### config.mk
export PLATFORM = sky130hd
export DESIGN_NAME = gray_sync_decoder_flat
export DESIGN_NICKNAME = d
export VERILOG_FILES = /design/src/rtl/gray_sync_decoder_if.sv /design/src/rtl/gray_sync_decoder.sv /design/src/flat_wrapper.sv
export SDC_FILE = /design/constraint.sdc
export NUM_CORES = 1
export LEC_CHECK = 0
export ABC_AREA = 0
export BUFFER_PORTS_ARGS = -buffer_cell sky130_fd_sc_hd__buf_2
export CAP_MARGIN = 25
export CORE_UTILIZATION = 55
export CTS_CLUSTER_DIAMETER = 40
export DETAILED_ROUTE_END_ITERATION = 10
export PLACE_DENSITY = 0.78
export SYNTH_ARGS = -nofsm -noshare
export SYNTH_HDL_FRONTEND = slang
export SYNTH_SLANG_ARGS = --single-unit
### constraint.sdc
create_clock -name clk -period 2.86 [get_ports clk]
set_clock_uncertainty 0.2 [all_clocks]
set_input_delay 0.429 -clock clk [delete_from_list [all_inputs] [get_ports clk]]
set_output_delay 0.429 -clock clk [all_outputs]
set_load 0.05 [all_outputs]
### src/rtl/gray_sync_decoder_if.sv
`default_nettype none
// ============================================================================
// Module      : gray_sync_decoder_if
// Description : Bundles the Gray input, tracking enable and decoded status
//               outputs of gray_sync_decoder. The master modport belongs to
//               the side that supplies the Gray code and consumes the results.
// Revision    : 1.0 - initial release
// ============================================================================
interface gray_sync_decoder_if #(
  parameter int NUM   = 6,
  parameter int CNT_W = 8
);
  logic [NUM-1:0]   g_in;
  logic             en;
  logic [NUM-1:0]   b_out;
  logic             b_valid;
  logic             step_up;
  logic             step_down;
  logic             err;
  logic [CNT_W-1:0] err_count;

  modport master (
    output g_in, en,
    input  b_out, b_valid, step_up, step_down, err, err_count
  );

  modport slave (
    input  g_in, en,
    output b_out, b_valid, step_up, step_down, err, err_count
  );
endinterface
`default_nettype wire

### src/rtl/gray_sync_decoder.sv
`default_nettype none
// ============================================================================
// Module      : gray_sync_decoder
// Description : Synchronizes a foreign-domain Gray count into clk, decodes it
//               to binary and classifies each change as +1, -1 or an illegal
//               multi-bit jump, with a saturating error counter.
//               Optional macro GRAY_SYNC_STICKY_ERR_EN makes err sticky until
//               en is deasserted or reset.
// Revision    : 1.0 - initial release
// ============================================================================
module gray_sync_decoder #(
  parameter int NUM         = 6,
  parameter int SYNC_STAGES = 2,
  parameter int CNT_W       = 8
) (
  input  wire logic         clk,
  input  wire logic         reset_n,
  gray_sync_decoder_if.slave bus
);

  localparam logic [NUM-1:0]   c_ONE_B   = NUM'(1);
  localparam logic [CNT_W-1:0] c_ONE_CNT = CNT_W'(1);
  localparam logic [CNT_W-1:0] c_CNT_MAX = {CNT_W{1'b1}};

  typedef enum logic [0:0] {
    ACQ   = 1'b0,
    TRACK = 1'b1
  } state_t;

  logic [NUM-1:0]   r_sync [SYNC_STAGES];
  logic [NUM-1:0]   w_g_s;
  logic [NUM-1:0]   w_b;
  logic [NUM-1:0]   w_diff;
  logic [NUM-1:0]   w_delta;
  logic             w_one_bit;

  state_t           r_state,  w_state_nxt;
  logic [NUM-1:0]   r_prev_g, w_prev_g_nxt;
  logic [NUM-1:0]   r_b_out,  w_b_out_nxt;
  logic             r_b_valid, w_b_valid_nxt;
  logic             r_step_up, w_step_up_nxt;
  logic             r_step_dn, w_step_dn_nxt;
  logic             r_err,     w_err_nxt;
  logic [CNT_W-1:0] r_err_cnt, w_err_cnt_nxt;

  // First synchronizer flop: the only place g_in is sampled.
  always_ff @(posedge clk or negedge reset_n) begin
    if (!reset_n) r_sync[0] <= '0;
    else          r_sync[0] <= bus.g_in;
  end

  generate
    for (genvar i = 1; i < SYNC_STAGES; i++) begin : g_sync
      // Remaining synchronizer stages, free-running regardless of en.
      always_ff @(posedge clk or negedge reset_n) begin
        if (!reset_n) r_sync[i] <= '0;
        else          r_sync[i] <= r_sync[i-1];
      end
    end
  endgenerate

  assign w_g_s = r_sync[SYNC_STAGES-1];

  // Gray to binary: each binary bit is the XOR of all Gray bits at or above it.
  always_comb begin
    w_b = '0;
    for (int i = 0; i < NUM; i++) begin
      w_b[i] = ^(w_g_s >> i);
    end
  end

  // Exactly one differing bit means a legal step; the sign of the modular
  // binary difference gives its direction.
  assign w_diff    = w_g_s ^ r_prev_g;
  assign w_one_bit = (w_diff != '0) && ((w_diff & (w_diff - c_ONE_B)) == '0);
  assign w_delta   = w_b - r_b_out;

  // Next-state and registered-output logic for the ACQ/TRACK tracker.
  always_comb begin
    w_state_nxt   = r_state;
    w_prev_g_nxt  = r_prev_g;
    w_b_out_nxt   = r_b_out;
    w_b_valid_nxt = r_b_valid;
    w_step_up_nxt = 1'b0;
    w_step_dn_nxt = 1'b0;
`ifdef GRAY_SYNC_STICKY_ERR_EN
    w_err_nxt     = r_err;
`else
    w_err_nxt     = 1'b0;
`endif
    w_err_cnt_nxt = r_err_cnt;

    case (r_state)
      ACQ: begin
        w_err_nxt = 1'b0;
        if (bus.en) begin
          w_prev_g_nxt  = w_g_s;
          w_b_out_nxt   = w_b;
          w_b_valid_nxt = 1'b1;
          w_state_nxt   = TRACK;
        end else begin
          w_b_valid_nxt = 1'b0;
        end
      end
      TRACK: begin
        if (!bus.en) begin
          // Enable loss wins over any concurrent input change.
          w_state_nxt   = ACQ;
          w_b_valid_nxt = 1'b0;
          w_err_nxt     = 1'b0;
        end else if (w_diff != '0) begin
          w_prev_g_nxt = w_g_s;
          w_b_out_nxt  = w_b;
          if (w_one_bit) begin
            w_step_up_nxt = ~w_delta[NUM-1];
            w_step_dn_nxt =  w_delta[NUM-1];
          end else begin
            w_err_nxt = 1'b1;
            if (r_err_cnt != c_CNT_MAX) w_err_cnt_nxt = r_err_cnt + c_ONE_CNT;
          end
        end
      end
      default: w_state_nxt = ACQ;
    endcase
  end

  // State and output registers.
  always_ff @(posedge clk or negedge reset_n) begin
    if (!reset_n) begin
      r_state   <= ACQ;
      r_prev_g  <= '0;
      r_b_out   <= '0;
      r_b_valid <= 1'b0;
      r_step_up <= 1'b0;
      r_step_dn <= 1'b0;
      r_err     <= 1'b0;
      r_err_cnt <= '0;
    end else begin
      r_state   <= w_state_nxt;
      r_prev_g  <= w_prev_g_nxt;
      r_b_out   <= w_b_out_nxt;
      r_b_valid <= w_b_valid_nxt;
      r_step_up <= w_step_up_nxt;
      r_step_dn <= w_step_dn_nxt;
      r_err     <= w_err_nxt;
      r_err_cnt <= w_err_cnt_nxt;
    end
  end

  assign bus.b_out     = r_b_out;
  assign bus.b_valid   = r_b_valid;
  assign bus.step_up   = r_step_up;
  assign bus.step_down = r_step_dn;
  assign bus.err       = r_err;
  assign bus.err_count = r_err_cnt;

endmodule
`default_nettype wire

### src/flat_wrapper.sv
// flat-port wrapper written by rule: the top's interface ports become plain ports
module gray_sync_decoder_flat 
#(
  parameter int NUM         = 6,
  parameter int SYNC_STAGES = 2,
  parameter int CNT_W       = 8
)
  (clk, reset_n, bus_g_in, bus_en, bus_b_out, bus_b_valid, bus_step_up, bus_step_down, bus_err, bus_err_count);
  gray_sync_decoder_if #(.NUM(NUM), .CNT_W(CNT_W)) bus_i ();
  input  wire logic clk;
  input  wire logic reset_n;
  input wire logic [$bits(bus_i.g_in)-1:0] bus_g_in;
  input wire logic [$bits(bus_i.en)-1:0] bus_en;
  output wire logic [$bits(bus_i.b_out)-1:0] bus_b_out;
  output wire logic [$bits(bus_i.b_valid)-1:0] bus_b_valid;
  output wire logic [$bits(bus_i.step_up)-1:0] bus_step_up;
  output wire logic [$bits(bus_i.step_down)-1:0] bus_step_down;
  output wire logic [$bits(bus_i.err)-1:0] bus_err;
  output wire logic [$bits(bus_i.err_count)-1:0] bus_err_count;
  assign bus_i.g_in = bus_g_in;
  assign bus_i.en = bus_en;
  assign bus_b_out = bus_i.b_out;
  assign bus_b_valid = bus_i.b_valid;
  assign bus_step_up = bus_i.step_up;
  assign bus_step_down = bus_i.step_down;
  assign bus_err = bus_i.err;
  assign bus_err_count = bus_i.err_count;
  gray_sync_decoder #(.NUM(NUM), .SYNC_STAGES(SYNC_STAGES), .CNT_W(CNT_W)) u_core (.clk(clk), .reset_n(reset_n), .bus(bus_i));
endmodule
==> metrics.log <==
[metrics] CP peak stage delay: 0.45 ns
[metrics] Final Hold Viols: 0
[metrics] number of flops mapped to enable cells by yosys: 0
[metrics] Fill cells: 215
[metrics] starting utilization of the core area: 0.587
[metrics] largest area contributor in the netlist: sky130_fd_sc_hd__dfrtp_1
[metrics] DRC viols: 6
[metrics] final period demand of the worst path: 2.67 ns
[metrics] Top cell by count, worst path: sky130_fd_sc_hd__xnor2_1
[metrics] total of hold buffers inserted after clock tree synthesis: 7
[metrics] reg2reg path depth: 9
[metrics] Routability Congestion: 0.894
[metrics] final standard cell count with taps included and fillers excluded: 203
[metrics] data arrival time at the worst-slack endpoint: 2.74 ns
[metrics] Worst Path Buf+Inv: 1
[metrics] routed wire length per instance: 13.2 µm
[metrics] aggregate negative setup slack: 0 ns
[metrics] synth unique cells: 33
[metrics] top area cells in the synthesized netlist: sky130_fd_sc_hd__dfrtp_1, sky130_fd_sc_hd__xnor2_1, sky130_fd_sc_hd__mux2_2
[metrics] Mean Syn Cell Area: 12.4 µm²
[metrics] cell breakdown of the critical path: xor2_2 > xnor2_1 > xnor2_1 > inv_1 > ha_1 > a211oi_1 > nor2_1 > nor4_1 > o21ba_1
[metrics] via count of the first global-routing pass: 1,080
[metrics] outcome: complete, but fails checks
[metrics] Critical-path top delay cell: sky130_fd_sc_hd__dfrtp_1
[metrics] largest voltage drop on the vdd net: 0.000567 V
[metrics] share of the synthesized area in the top cell type: 0.547
[metrics] pin count of the biggest net entering global routing: 37
[metrics] clock sink count: 36
[metrics] register bit count reported by yosys: 36
[metrics] clock tree root driver cell: sky130_fd_sc_hd__clkbuf_4
[metrics] starting DRC count in detailed routing: 29
[metrics] Worst Tran Pin Value: 0.748 ns
[metrics] critical path depth: 9
[metrics] antenna violations before repair: 0
[metrics] total congestion overflow after global routing: 0
[metrics] total number of vias: 1,122
[metrics] number of H-tree levels: 2
[metrics] per-cell via count in the routed design: 5.53
[metrics] area of all placed cells without fillers: 1950 µm²
[metrics] Die Span X: 56.7 µm
[metrics] hold_ws: 0.142 ns
[metrics] CP Launch Type: flop
[metrics] leading post-synthesis cells by instance count: sky130_fd_sc_hd__dfrtp_1, sky130_fd_sc_hd__xnor2_1, sky130_fd_sc_hd__mux2_2
[metrics] latest clock arrival within the worst-skew pair: 0.34 ns
[metrics] overall global routing resource usage: 0.194
[metrics] synth-to-layout area growth: 18.2%
[metrics] Synthesis Warnings: 0
[metrics] Port Buffers: 26
[metrics] Cells after DPL: 189
[metrics] leakage power figure: 0.905 nW
[metrics] fraction of layout instances using a drive strength above 1: 0.291
[metrics] wire length of the first global-routing pass: 4730 µm
[metrics] # diodes: 0
[metrics] DP Wirelength: 1900 µm
[metrics] TritonCTS clock tree: built
[metrics] number of pins exceeding their max-slew limit in the final report: 0
[metrics] maximum buffer depth of the clock tree: 2
[metrics] Cell Rows: 19
[metrics] detailed-routing iteration count for the pre-antenna-repair pass: 7
[metrics] core footprint: 2810 µm²
[metrics] most frequently used cell type in the post-synthesis netlist: sky130_fd_sc_hd__dfrtp_1
[metrics] critical path capture point type: flop
[metrics] number of nets in the finished design: 186
[metrics] post-route ant nets: 0
[metrics] violations in the final reports: DRC
[metrics] count of cells resized by post-cts repair: 0
[metrics] RSZ-0062 raised after global routing: false
[metrics] share of the cycle needed by the critical path after routing: 0.934
[metrics] worst rel slew slack: 0.502
[metrics] number of instances in the synthesized netlist: 133
[metrics] Hold WC Path Type: flop to flop
[metrics] dpl cell area: 1810 µm²
[metrics] clock buffers created by TritonCTS: 5
[metrics] cell area after synthesis: 1650 µm²
[metrics] Core Util, Final: 0.694
[metrics] Setup CP Type: flop to flop
[metrics] Vert. Die Dim: 56.7 µm
[metrics] dominant synthesized flop cell: sky130_fd_sc_hd__dfrtp_1
[metrics] synthesized net count: 147
[metrics] top-level I/O count: 27
[metrics] post-CTS setup repair buffer count: 0
[metrics] largest driver fanout on the critical path: 5
[metrics] fraction of registers with async set or reset after synthesis: 1.00
[metrics] Worst EP required: 2.93 ns
[metrics] sum of routed wire length over all layers: 2690 µm
[metrics] max-cap violation count: 0
[metrics] timing-limited maximum frequency: 374 MHz
[metrics] final setup vio count: 0
[metrics] Die Outline Area: 3220 µm²
[metrics] Hold Crit Depth: 0
[metrics] cell area power density: 760 nW/µm²
[metrics] clock transition at the registers of the reported paths: 0.11 ns
[metrics] sequential fraction of the synthesis area: 0.547
[metrics] CP delay by family, top: XOR/XNOR gates
==> where the power goes <==
part           leakage [nW]  internal, W  switching [W]
clock                0.0374     0.000139       0.000157
combinational         0.432     0.000175       0.000360
sequential            0.436     0.000581      0.0000702
total                 0.905     0.000895       0.000587
==> per-stage QoR <==
step,power [W],worst slack (ns)
after floorplan,0.00106,0.405
after global placement,0.00117,0.394
after detailed placement,0.00119,0.256
after CTS,0.00149,0.231
after global routing,0.00157,0.0681
final,0.00148,0.188
==> cell type report <==
cell class | count | area, µm² | area share
flip-flops and latches | 36 | 901 | 0.462
multi-input cells | 88 | 709 | 0.364
repair buffers | 34 | 208 | 0.107
clock buffers | 7 | 65.1 | 0.0334
well taps | 31 | 38.8 | 0.0199
inverters | 7 | 26.3 | 0.0135
==> layer usage <==
metal	vias up	track usage	routed length (µm)
met4	0	0.0662	54
met3	8	0.0737	132
met1	547	0.242	1260
met2	30	0.310	1240
met5	-	0	0
li1	537	-	-
==> cells by family after synthesis <==
logic type | count (synthesis) | share of synthesized area
AO/OA/AOI/OAI | 19 | 0.0957
XOR/XNOR | 22 | 0.134
adder cells (fa/ha/maj) | 5 | 0.0380
buffers and inverters | 9 | 0.0228
flip-flops | 36 | 0.547
multiplexers | 9 | 0.0615
AND/OR/NAND/NOR | 33 | 0.101
==> state kept, by name (all words and copies together) (netlist names) <==
register and count:
u_core.bus.step_up 1, u_core.w_g_s 6, u_core.bus.err 1, u_core.r_prev_g 5
u_core.r_sync 6, u_core.bus.b_valid 1, u_core.bus.step_down 1, u_core.r_state 1
u_core.bus.err_count 8, u_core.bus.b_out 6
==> cells in the final DEF (no fill, tap or decap), types with 2 or more instances in the layout <==
master,synthesis,final
sky130_fd_sc_hd__nand4_1,7,7
sky130_fd_sc_hd__dfrtp_1,36,36
sky130_fd_sc_hd__a31oi_1,2,2
sky130_fd_sc_hd__nor2_1,8,8
sky130_fd_sc_hd__and3_1,3,3
sky130_fd_sc_hd__ha_1,5,5
sky130_fd_sc_hd__a21oi_1,3,3
sky130_fd_sc_hd__clkbuf_8,0,2
sky130_fd_sc_hd__o211ai_1,2,2
sky130_fd_sc_hd__buf_2,0,26
sky130_fd_sc_hd__nand2_1,8,8
sky130_fd_sc_hd__nand3_1,2,2
sky130_fd_sc_hd__o21ai_0,3,3
sky130_fd_sc_hd__nor4_1,2,2
sky130_fd_sc_hd__inv_1,7,7
sky130_fd_sc_hd__dlygate4sd3_1,0,7
sky130_fd_sc_hd__mux2_2,9,9
sky130_fd_sc_hd__xnor2_1,18,18
sky130_fd_sc_hd__clkbuf_4,0,5
==> final timing paths <==
path | slack (ns) | from | endpoint
setup / recovery | 0.19 | u_core.w_g_s[5] | u_core.bus.step_up
hold / removal | 0.14 | u_core.r_sync[11] | u_core.w_g_s[5]
setup reg to reg | 0.19 | u_core.w_g_s[5] | u_core.bus.step_up
hold reg to reg | 0.14 | u_core.r_sync[11] | u_core.w_g_s[5]
max in group asynchronous | 1.49 | reset_n | u_core.bus.err
min in group asynchronous | 0.47 | reset_n | u_core.bus.b_out[2]
Power figures use the tool's default switching activity.
